`src/rtl/adder_counter.sv`:
```
// Parametrised up/down accumulator with programmable step, load/clear, and wrap or saturate.
// Provides sticky overflow/underflow flags, a one-cycle boundary pulse and a registered threshold flag.
module adder_counter #(
    parameter int               WIDTH     = 8,
    parameter int               STEP_W    = 4,
    parameter bit               SATURATE  = 1'b0,
    parameter logic [WIDTH-1:0] THRESH    = {WIDTH{1'b1}}
) (
    input  logic              aclk,
    input  logic              arst,
    input  logic              clr,
    input  logic              load,
    input  logic [WIDTH-1:0]  load_val,
    input  logic              inc,
    input  logic              dec,
    input  logic [STEP_W-1:0] step,
    output logic [WIDTH-1:0]  out,
    output logic              bnd,
    output logic              ovf,
    output logic              unf,
    output logic              thr_hit
);

    localparam logic [WIDTH-1:0] MAX_VAL = {WIDTH{1'b1}};

    logic [WIDTH:0]   step_ext;
    logic [WIDTH:0]   sum;
    logic [WIDTH:0]   diff;
    logic [WIDTH-1:0] next_out;
    logic             next_bnd;
    logic             next_ovf;
    logic             next_unf;

    assign step_ext = {{(WIDTH + 1 - STEP_W){1'b0}}, step};
    assign sum      = {1'b0, out} + step_ext;
    // The extra top bit of the difference is the borrow, i.e. out < step.
    assign diff     = {1'b0, out} - step_ext;

    // NOTE: every signal driven here gets a default first so no path leaves it
    // unassigned; a missing default would infer a latch.
    always_comb begin
        next_out = out;
        next_bnd = 1'b0;
        next_ovf = ovf;
        next_unf = unf;

        if (clr) begin
            next_out = '0;
            next_ovf = 1'b0;
            next_unf = 1'b0;
        end else if (load) begin
            next_out = load_val;
        end else if (inc && !dec) begin
            if (sum[WIDTH]) begin
                next_bnd = 1'b1;
                next_ovf = 1'b1;
                next_out = SATURATE ? MAX_VAL : sum[WIDTH-1:0];
            end else begin
                next_out = sum[WIDTH-1:0];
            end
        end else if (dec && !inc) begin
            if (diff[WIDTH]) begin
                next_bnd = 1'b1;
                next_unf = 1'b1;
                next_out = SATURATE ? '0 : diff[WIDTH-1:0];
            end else begin
                next_out = diff[WIDTH-1:0];
            end
        end
    end

    // NOTE: state registers use non-blocking assignments so every flop samples
    // the pre-edge values; the combinational block above uses blocking ones.
    always_ff @(posedge aclk) begin
        if (arst) begin
            out     <= '0;
            bnd     <= 1'b0;
            ovf     <= 1'b0;
            unf     <= 1'b0;
            thr_hit <= (THRESH == '0);
        end else begin
            out     <= next_out;
            bnd     <= next_bnd;
            ovf     <= next_ovf;
            unf     <= next_unf;
            // Compared against the next value so the flag lines up with out.
            thr_hit <= (next_out == THRESH);
        end
    end

endmodule
```
`config.mk`:
```
export PLATFORM = sky130hd
export DESIGN_NAME = adder_counter
export DESIGN_NICKNAME = d
export VERILOG_FILES = /design/src/rtl/adder_counter.sv
export SDC_FILE = /design/constraint.sdc
export NUM_CORES = 1
export LEC_CHECK = 0
export ABC_AREA = 1
export CORE_ASPECT_RATIO = 0.7
export CORE_MARGIN = 3
export CORE_UTILIZATION = 25
export CTS_CLUSTER_DIAMETER = 100
export DETAILED_ROUTE_END_ITERATION = 10
export GPL_ROUTABILITY_DRIVEN = 0
export PLACE_DENSITY = 0.57
export SLEW_MARGIN = 0
export SYNTH_ARGS = -nofsm -noshare
export SYNTH_HDL_FRONTEND = slang
export SYNTH_SLANG_ARGS = --single-unit
```
`constraint.sdc`:
```
create_clock -name aclk -period 4.6 [get_ports aclk]
set_input_delay 0.92 -clock aclk [delete_from_list [all_inputs] [get_ports aclk]]
set_output_delay 0.92 -clock aclk [all_outputs]
set_load 0.005 [all_outputs]
```
==> summary.txt <==
Floorplanning
  – Initial Util: 0.269
  – Core area: approximately 0.004 mm²
  – Rows: 19
  – Num ports: 30
  – Width of the die: 85.0 µm
  – DIE AREA: around 0.0052 mm²
  – Die height: 61.3 µm

Drt
  – WL final: approximately 2600 µm
  – DRT antenna net count: 0
  – DRT iter0 DRCs: 74
  – TritonRoute pass-1 iters: 5
  – WL per Instance: 10.2 µm
  – Via-to-Cell Ratio: approximately 4.3
  – Drt drc: 0
  – Vias: 1100

Clock tree
  – Hold Buf Count CTS: 0
  – Post-CTS Setup Bufs: 0
  – H-tree depth: 1
  – Clk sink count: 12
  – Max clock buf depth: 2
  – Reg clk slew, reported paths: 50 ps
  – Post-cts sizing count: 0
  – Root buf cell: clkbuf_8
  – CTS tree: built
  – Clk_lat worst skew: 240 ps
  – Num CTS Buffers: 3

Logic synthesis
  – Sequential-to-total area share from yosys stat: 0.220
  – Seq cells post-synth: 12
  – Leading area contributor after synthesis: dfxtp_1
  – Syn_nets: roughly 200
  – Mean post-synth cell area: 6.35 µm²
  – Top cell type's share of synthesized area: 0.220
  – Synth Warn #: 0
  – Cell count after synthesis: 172
  – Area contributors post-synth: dfxtp_1 22%, nand2_1 16%, nand3_1 11%
  – Netlist Area Pre-Place: 0.00109 mm²
  – Yosys cell types: 28

Cells and area
  – Layout Nets: approximately 230
  – Most common library cell in the layout ignoring fill and taps: nand2_1
  – Layout cells sized above 1: 0.0985
  – Area Overhead vs Synth: 36.2%
  – # diodes: 0
  – Most frequent cells in the layout: 46 x nand2_1, 29 x clkdlybuf4s50_1, 23 x inv_1, 23 x nand3_1, 22 x nor2_1

Critical path
  – Buffer and inverter count on the worst path: 2
  – Reg2reg path depth: 15
  – CP cell instances: clkdlybuf4s50_1, ha_1, inv_1, fa_1, nand2_1, nand2_1, nand2_1, nand2_1, nand2_1, nand2_1, nand3_1, nand2_1, nor2_1, nand3_1, nor3_2
  – RR Startpoint: out[0]$_SDFF_PP0_
  – WP data arrival: 2940 ps
  – Critical path type: input port to flop
  – Startpoint types: input port
  – WP data required: 4770 ps
  – Slowest CP cell: clkdlybuf4s50_1
  – Worst-path maximum fanout: 3
  – Worst setup EP type: flop
  – Most common cell on crit path: nand2_1
  – Slowest Stage Delay on Critical Path: 510 ps
  – Delay-heaviest family, CP: simple AND/OR/NAND/NOR gates
  – R2R Path End: thr_hit$_SDFF_PP0_
  – R2r setup slk: 2630 ps

Global route
  – Grt met3 use: 0.0214
  – Antenna violations before repair: 0
  – Vias in the first global route: 918
  – Grt total ovfl: 0
  – First-pass GRT wire length: 4270 µm
  – GR Util All Layers: 0.101
  – Met2 usage: 0.143
  – GRT Max-Usage Layer: met1
  – Largest net degree at the start of global routing: 20
  – Met1 Usage GRT: 0.159

Timing
  – Setup violators final: 0
  – Worst Clk Skew: roughly 3.0 ps
  – Fin Setup TNS: 0 ps
  – RSZ-0062 raised after global routing: no
  – Slew @ Worst Pin: 467 ps
  – Slew HR: 0.687
  – Min cycle time layout: 2770 ps
  – Slew Limit Fails: 0
  – Fin crit share: 0.603
  – Max Fclk: 0.360 GHz
  – Count of final hold-check violations: 0

Hold path
  – Hold Path Sink: ovf$_SDFFE_PP0P_
  – Hold Crit Class: flop to flop
  – Hold path start: ovf$_SDFFE_PP0P_
  – Hold depth: 2

Placed design
  – # port buffers: 29
  – Post-DP HPWL: approximately 2200 µm

Outcome
  – Status: complete, no violations

Job
  – Max_cap viols: 0

Power
  – Total Power: between 300 and 400 µW
  – Power per cell area: 216 mW/mm²
  – Worst vdd ir: 0.122 mV
  – Leak pwr: 0.000727 µW
[where the power goes]
group | switching, µW | internal, µW | total (µW)
logic | 51.3 | 44.8 | 96.1
registers | 5.49 | 108 | 114
clock network | 36.1 | 75.4 | 111
[routing by layer]
layer	vias to the layer above	wire length [µm]
met5	-	0
met4	0	0
met3	0	172
met2	29	975
met1	470	1450
li1	601	-
[registers in the layout (all words and copies together), names as in the netlist]
| signal | count |
|---|---|
| thr_hit | 1 |
| bnd | 1 |
| ovf | 1 |
| unf | 1 |
| out | 8 |
[how the worst max path moves through the flow]
stage | cells past startpoint | slack (ps) | to | start
2_1_floorplan | 13 | 2310 | thr_hit$_SDFF_PP0_ | step[0]
3_3_place_gp | 14 | 1600 | thr_hit$_SDFF_PP0_ | step[1]
4_1_cts | 15 | 1820 | thr_hit$_SDFF_PP0_ | step[0]
3_5_place_dp | 15 | 1570 | thr_hit$_SDFF_PP0_ | step[0]
5_1_grt | 14 | 1620 | thr_hit$_SDFF_PP0_ | step[1]
6_report | 15 | 1830 | thr_hit$_SDFF_PP0_ | step[0]
[cells in the mapped netlist]
master / number
inv_2: 3
a21oi_1: 4
nand2_4: 2
o21ai_0: 3
nand3b_1: 2
clkbuf_1: 1
o21a_1: 1
o211a_1: 1
nand2_2: 2
clkinv_1: 1
nor3_2: 1
nand3_1: 23
nor3_1: 3
nand3b_4: 1
dfxtp_1: 12
nor2_2: 2
nand2_1: 46
inv_4: 2
a21oi_2: 1
buf_6: 1
fa_1: 2
ha_1: 9
nor4_1: 1
inv_1: 23
or2_2: 1
a21boi_1: 1
nor2_1: 22
nor2_4: 1
[worst reg2reg max path, stage by stage (launching register included)]
cell and delay (ps):
dfxtp_1 330, inv_1 80, ha_1 130, inv_1 50
fa_1 370, nand2_1 100, nand2_1 50, nand2_1 110
nand2_1 80, nand2_1 70, nand2_1 40, nand3_1 100
nand2_1 90, nor2_1 110, nand3_1 90, nor3_2 100
[cells by family (layout without fill, tap and decap cells)]
family                     after synthesis  after routing  synth area share
and+or+nand+nor                        107            107             0.459
buffers and inverters                   31             62             0.118
DFF                                     12             12             0.220
adders and majority gates               11             11             0.140
AOI/OAI and AO/OA                       11             11            0.0630
[metrics by stage]
stage / utilization / instances / setup WS [ps] / hold slack, ps / area (µm²)
after CTS: 0.366 / 255 / 1820 / 456 / 1490
after floorplan: - / 172 / 2310 / 446 / 1090
after detailed placement: 0.352 / 251 / 1570 / 445 / 1430
after global placement: 0.352 / 251 / 1600 / 443 / 1430
final: 0.366 / 255 / 1830 / 449 / 1490
after global routing: 0.366 / 255 / 1620 / 470 / 1490
[layout make-up]
type / count / area, µm²
Inverter: 29 / 114
Tap cell: 52 / 65.1
Timing Repair Buffer: 29 / 290
Fill cell: 426 / 2580
Sequential cell: 12 / 240
Clock buffer: 4 / 55.1
Multi-Input combinational cell: 129 / 723
Power figures use the tool's default switching activity.
